`config.mk`:
```
export PLATFORM = sky130hd
export DESIGN_NAME = fifo_wr_arbiter
export DESIGN_NICKNAME = d
export VERILOG_FILES = /design/src/rtl/fifo_wr_arbiter.sv
export SDC_FILE = /design/constraint.sdc
export NUM_CORES = 1
export LEC_CHECK = 0
export CORE_ASPECT_RATIO = 1.1
export CORE_MARGIN = 3
export CORE_UTILIZATION = 30
export CTS_CLUSTER_DIAMETER = 30
export CTS_CLUSTER_SIZE = 28
export DETAILED_ROUTE_END_ITERATION = 16
export PLACE_DENSITY = 0.68
export SYNTH_ARGS = -nofsm -noshare
export SYNTH_HDL_FRONTEND = slang
export SYNTH_SLANG_ARGS = --single-unit
```
`constraint.sdc`:
```
create_clock -name wclk -period 2.15 [get_ports wclk]
set_input_delay 0.215 -clock wclk [delete_from_list [all_inputs] [get_ports wclk]]
set_output_delay 0.215 -clock wclk [all_outputs]
set_load 0.05 [all_outputs]
```
`src/rtl/fifo_wr_arbiter.sv`:
```
// Round-robin, burst-atomic write-port arbiter for the async FIFO.
// Write-clock domain only; drives i_wData/i_wEN directly.
module fifo_wr_arbiter #(
  parameter int DATA_WIDTH = 8,
  parameter int NUM_REQ    = 4,
  parameter int MAX_BURST  = 4
) (
  input  logic                          wclk,
  input  logic                          rstn,
  input  logic [NUM_REQ-1:0]            req_valid,
  input  logic [NUM_REQ*DATA_WIDTH-1:0] req_data,
  input  logic [NUM_REQ-1:0]            req_last,
  output logic [NUM_REQ-1:0]            req_ready,
  input  logic                          o_Full,
  output logic [DATA_WIDTH-1:0]         i_wData,
  output logic                          i_wEN,
  output logic [NUM_REQ-1:0]            o_grant,
  output logic                          o_busy
);

  localparam int IW = $clog2(NUM_REQ);
  localparam int CW = $clog2(MAX_BURST + 1);

  typedef enum logic {IDLE, GRANT} state_e;

  state_e            state_q, state_d;
  logic [IW-1:0]     owner_q, owner_d;
  logic [IW-1:0]     last_q, last_d;
  logic [NUM_REQ-1:0] grant_q, grant_d;
  logic [CW-1:0]     cnt_q, cnt_d;

  logic              win_found;
  logic [IW-1:0]     win_idx;
  logic [IW-1:0]     cand;
  logic              accept;
  logic              in_grant;
  logic              release_now;

  assign in_grant = (state_q == GRANT);
  assign accept   = in_grant & req_valid[owner_q] & ~o_Full;

  // Round-robin pick: scan starting just after the last owner.
  always_comb begin
    win_found = 1'b0;
    win_idx   = '0;
    cand      = '0;
    for (int i = 1; i <= NUM_REQ; i++) begin
      cand = IW'((int'(last_q) + i) % NUM_REQ);
      if (!win_found && req_valid[cand]) begin
        win_found = 1'b1;
        win_idx   = cand;
      end
    end
  end

  // Write-port datapath driven by the current owner.
  always_comb begin
    req_ready = '0;
    i_wData   = '0;
    if (in_grant) begin
      req_ready = o_Full ? '0 : grant_q;
      i_wData   = req_data[owner_q*DATA_WIDTH +: DATA_WIDTH];
    end
  end

  assign i_wEN   = accept;
  assign o_grant = grant_q;
  assign o_busy  = in_grant;

  assign release_now = in_grant &
    (~req_valid[owner_q] |
     (accept & (req_last[owner_q] |
                (cnt_q == CW'(MAX_BURST - 1)))));

  // Next-state: grant on arbitration, count beats, release.
  always_comb begin
    state_d = state_q;
    owner_d = owner_q;
    last_d  = last_q;
    grant_d = grant_q;
    cnt_d   = cnt_q;
    unique case (state_q)
      IDLE: begin
        if (win_found) begin
          state_d = GRANT;
          owner_d = win_idx;
          grant_d = NUM_REQ'(1) << win_idx;
          cnt_d   = '0;
        end
      end
      GRANT: begin
        if (release_now) begin
          state_d = IDLE;
          last_d  = owner_q;
          grant_d = '0;
          cnt_d   = '0;
        end else if (accept) begin
          cnt_d = cnt_q + 1'b1;
        end
      end
      default: state_d = IDLE;
    endcase
  end

  // State registers; reset makes requester 0 the first winner.
  always_ff @(posedge wclk or negedge rstn) begin
    if (!rstn) begin
      state_q <= IDLE;
      owner_q <= '0;
      last_q  <= IW'(NUM_REQ - 1);
      grant_q <= '0;
      cnt_q   <= '0;
    end else begin
      state_q <= state_d;
      owner_q <= owner_d;
      last_q  <= last_d;
      grant_q <= grant_d;
      cnt_q   <= cnt_d;
    end
  end

endmodule
```
======== Yosys cells after proc, flatten, opt, wreduce, memory -nomap -nowiden ========
Index checks and enable logic that the tools add are counted.
cells by class
  add/sub/neg operators ................... 5
  equality and inequality tests ........... 4
  magnitude comparators ................... 5
  bitwise gates (word level) .............. 9
  multiplexer cells ....................... 33
  shift operators ......................... 2
  reductions and logical operators ........ 10
operators with widths
  cell                 number
  $shiftx 32x6->8      1
  $mux 4               4
  $lt 2x3->1 const B   5
  $bmux 1 s2           6
  $mux 1               12
  $mux 3               3
  $mux 2               4
  $mux 8               1
  $pmux 4 s2           1
  $reduce_and 2->1     4
  $pmux 3 s2           1
  $add 2x1->2 const B  2
  $add 2x2->2 const B  2
  $and 1x1->1          4
  $shl 1x2->4 const A  1
  $add 3x1->3 const B  1
  $eq 3x2->1 const B   1
  $logic_and 1x1->1    3
  $logic_not 1->1      3
  $ne 3x1->1 const B   1
  $not 1->1            3
  $ne 2x1->1 const B   1
  $ne 2x2->1 const B   1
  $or 1x1->1           2
  $pmux 1 s2           1
storage, ports and cells
  logic and storage cells ................. 73
  output and inout port bits .............. 18
  bits in registers ....................... 12

======== Logic depth before layout (Yosys ltp) ========
  depth after elaboration ................. 16
  mapped depth ............................ 6

======== Worst setup path before layout ========
OpenSTA, ideal clock, no wires.
  path kind ............................... reg-to-reg
  from .................................... register state_q (netlist: o_busy)
  to ...................................... register cnt_q[0]
  path slack .............................. 0.443 ns
  buffers on the path ..................... 0
  stages on the path, launching flop included .. 4
  arrival ................................. 1.640 ns
  path through ............................ dfrtp_1 > nor2b_1 > and2_1 > a22o_1
on the way
  word-level cells in the longest chain between the ends .. 7
  elaborated cells between the ends (all ways) .. 11
  those cells by class .................... eq/ne: 2; mux: 2; bitwise: 6; reduce/logical: 1
RTL lines
  element                                         RTL line  RTL
  start, declared                                 26        state_e state_q, state_d;
  start signal, assigned                          114       state_q <= state_d;
  $and 1x1->1 * (2 in a row)                      40        assign accept = in_grant & req_valid[owner_q] & ~o_Full;
  net i_wEN                                       16        output logic i_wEN,
  $and 1x1->1                                     72        (accept & (req_last[owner_q] |
  $or 1x1->1                                      71        (~req_valid[owner_q] |
  $and 1x1->1                                     70        assign release_now = in_grant &
  $mux 3 or $ne 3x1->1 (tied branches)            n/a
  $pmux 3 s2 or $reduce_and 2->1 (tied branches)  n/a
  end signal, assigned                            118       cnt_q <= cnt_d;
  end, declared                                   30        logic [CW-1:0] cnt_q, cnt_d;
Mark *: on every way through the listed nets, which the timed path passes. The rest lies on a longest branch.
A chain may end at the register's enable or synchronous reset.

======== Worst setup path after layout ========
  from .................................... register state_q (netlist: o_busy)
  to ...................................... output port o_busy
RTL lines
  element        RTL line  RTL
  end, declared  18        output logic o_busy
No word-level cell between the ends.

==> impl_metrics.yaml <==
die:
  start_util_pct: 32.8
  die_area_mm2: 0.00386
  fp-row-count: 20
  die_y_um: 64.9
  core-area_mm2: 0.00288
  chipWidth_um: 59.5
  boundaryPins: 61
yosys:
  synth_top_cell_area_share_pct: 26.5
  synthTopCellsByCount: "and2_1, dfrtp_1, mux4_2, nor2_1, nand2b_1"
  syn_area_um2: 945
  synthFlopType: "dfrtp_1"
  yosysTopAreaCell: "dfrtp_1"
  seq_area_frac_synth_pct: 32.1
  synth-warning-count: 0
  synth.avg_cell_area_um2: 10.7
  syn_inst: 88
  synth_seq_cells: 12
  synth_edf_count: 0
  syn-num-nets: 133
  yosysMostFrequentCell: "and2_1"
  synth.distinct_cells: 31
  synth_top_cells_by_area: "dfrtp_1, mux4_2, and2_1"
  async_flop_share_pct: 100
drt:
  num_vias: 952
  wire_per_inst_um: 15.5
  drt_iter0_markers: 19
  drt_pass1_iterations: 4
  drt_wl_total_um: 2880
  drc_errors: 0
  vias_per_cell: 5.12
  postRouteAntennaNets: 0
setup_path:
  crit_required_ns: 1.93
  crit_type: "register to primary output"
  critical_path.n_buffers_inverters: 1
  start_kind: "register"
  r2r_cells: 6
  cp_cell_sequence: "clkdlybuf4s50_1"
  crit_fanout: 17
  slowest_delay_ns: 0.89
  cp_slowest_cell: "clkdlybuf4s50_1"
  crit_end: "o_busy"
  r2r_slack_ns: 0.36
  end_kind: "primary output"
  startpoint: "o_busy"
  timing.rr.end: "last_q[1]"
  crit_arrival_ns: 1.78
  path_depth: 1
  worstReg2RegStart: "cnt_q[0]"
  critical-path-top-delay-family: "buffers and inverters"
sta:
  fin_skew_ns: 0.00452
  setup-violations-final: 0
  finalSetupTns_ns: 0
  fin_crit_sh_pct: 93.0
  drv_slew: 0
  max_freq_mhz: 500
  period_needed_ns: 2.00
  hold_viol: 0
  fin_ws_ns: 0.151
  max_slew_margin_pct: 64.6
  rsz0062_at_grt: "false"
  worst_pin_slew_ns: 0.530
  hold_ws_ns: 0.282
cells_and_area:
  drive_gt1_share_pct: 22.2
  synthToLayoutAreaGrowth_pct: 75.8
  fin_util_pct: 57.7
  fin_cells: 186
  antenna_cells: 0
  nNetsFinal: 199
clocking:
  path_clk_slew_ns: 0.08
  cts_tree: "yes"
  clockBufferDepth: 2
  clk-insertion-delay-late_ns: 0.27
  cts-buffers-inserted: 3
  numClockSinks: 12
  clockRootBuffer: "clkbuf_4"
  h-tree-depth: 1
  postCtsSetupBuffers: 0
run_status:
  status: "complete, no violations"
worst_hold_path:
  min_path_type: "input pin to async pin"
place:
  pre_cts_ws_ns: 0.236
  dp_hpwl_um: 2440
  place_inst: 182
  gp_congestion: 0.756
  port_buffers: 60
power:
  cellLeakagePower_nw: 0.682
  peakVddDrop_uv: 948
  p_per_area_mw_per_mm2: 1330
global_routing:
  grt_usage_pct: 16.8
  grt_first_pass_wirelength_um: 4890
  antenna_found_initial: 0
  grt-ovfl-total: 0
  grt_max_degree: 18
  grt_pass1_vias: 1055
job:
  maxCapViolCount: 0
metal layers:
metal  track usage [%]  wire length, um
met4              3.05               25
met2              30.5             1620
met1              19.1             1060
met3              5.38              163
met5                 0                0
how the worst min path moves through the flow:
stage	from	end	slack (ns)	depth (start not counted)
finish	rstn	owner_q[1]	0.28	1
detailed placement	o_grant[3]	o_grant[3]	0.50	1
global placement	cnt_q[1]	cnt_q[1]	0.50	1
floorplan	rstn	cnt_q[0]	-0.08	0
CTS	rstn	o_busy	0.30	1
global route	rstn	owner_q[1]	0.32	1
power breakdown:
| part | switching (mW) | total [mW] | internal [mW] |
|---|---|---|---|
| combinational | 0.893 | 1.57 | 0.681 |
| sequential | 0.129 | 0.458 | 0.329 |
| clock | 0.0754 | 0.178 | 0.103 |
sequential cells by signal, indices dropped and copies added, names as in the netlist:
signal   count
o_busy       1
cnt_q        3
o_grant      4
last_q       2
owner_q      2
logic make-up (layout without fill, tap and decap cells):
| family | Yosys count | count (layout) | synth area share (%) |
|---|---|---|---|
| and+or+nand+nor | 35 | 35 | 20.4 |
| AOI/OAI and AO/OA | 20 | 20 | 15.2 |
| DFF | 12 | 12 | 32.1 |
| buffers and inverters | 5 | 70 | 2.12 |
| muxes | 14 | 14 | 27.5 |
| adders and majority gates | 2 | 2 | 2.65 |
area by class of cell:
cell class	count	area [um^2]
sequential	12	303
inverter	2	7.51
clock buffer	4	36.3
tap	33	41.3
fill	258	1220
multi-input combinational	71	624
timing repair buffer	64	648
through the flow:
step | total power, mW | cell area (um^2)
2_1_floorplan | 1.52 | 945
4_1_cts | 2.24 | 1660
3_3_place_gp | 2.03 | 1620
5_1_grt | 2.37 | 1660
3_5_place_dp | 2.05 | 1620
6_report | 2.21 | 1660
cell usage in the layout, fill, tap and decap left out, drive strengths merged, types with 2 or more instances in the layout:
cell	n
and2	13
dfstp	2
mux4	9
nor3	2
buf	17
clkbuf	4
a22o	3
mux2i	2
mux2	3
o21ai	4
nand3	3
nor2b	3
inv	2
dfrtp	10
a21oi	3
o2bb2ai	3
ha	2
clkdlybuf4s50	47
nand2b	4
nand2	3
nor2	5
timing repair:
| action | 4_1_cts | 5_1_grt |
|---|---|---|
| setup endpoints to repair | 0 | 1 |
| hold buffers | 0 | 0 |
| gates resized for setup | 0 | 1 |
Power figures use the tool's default switching activity.
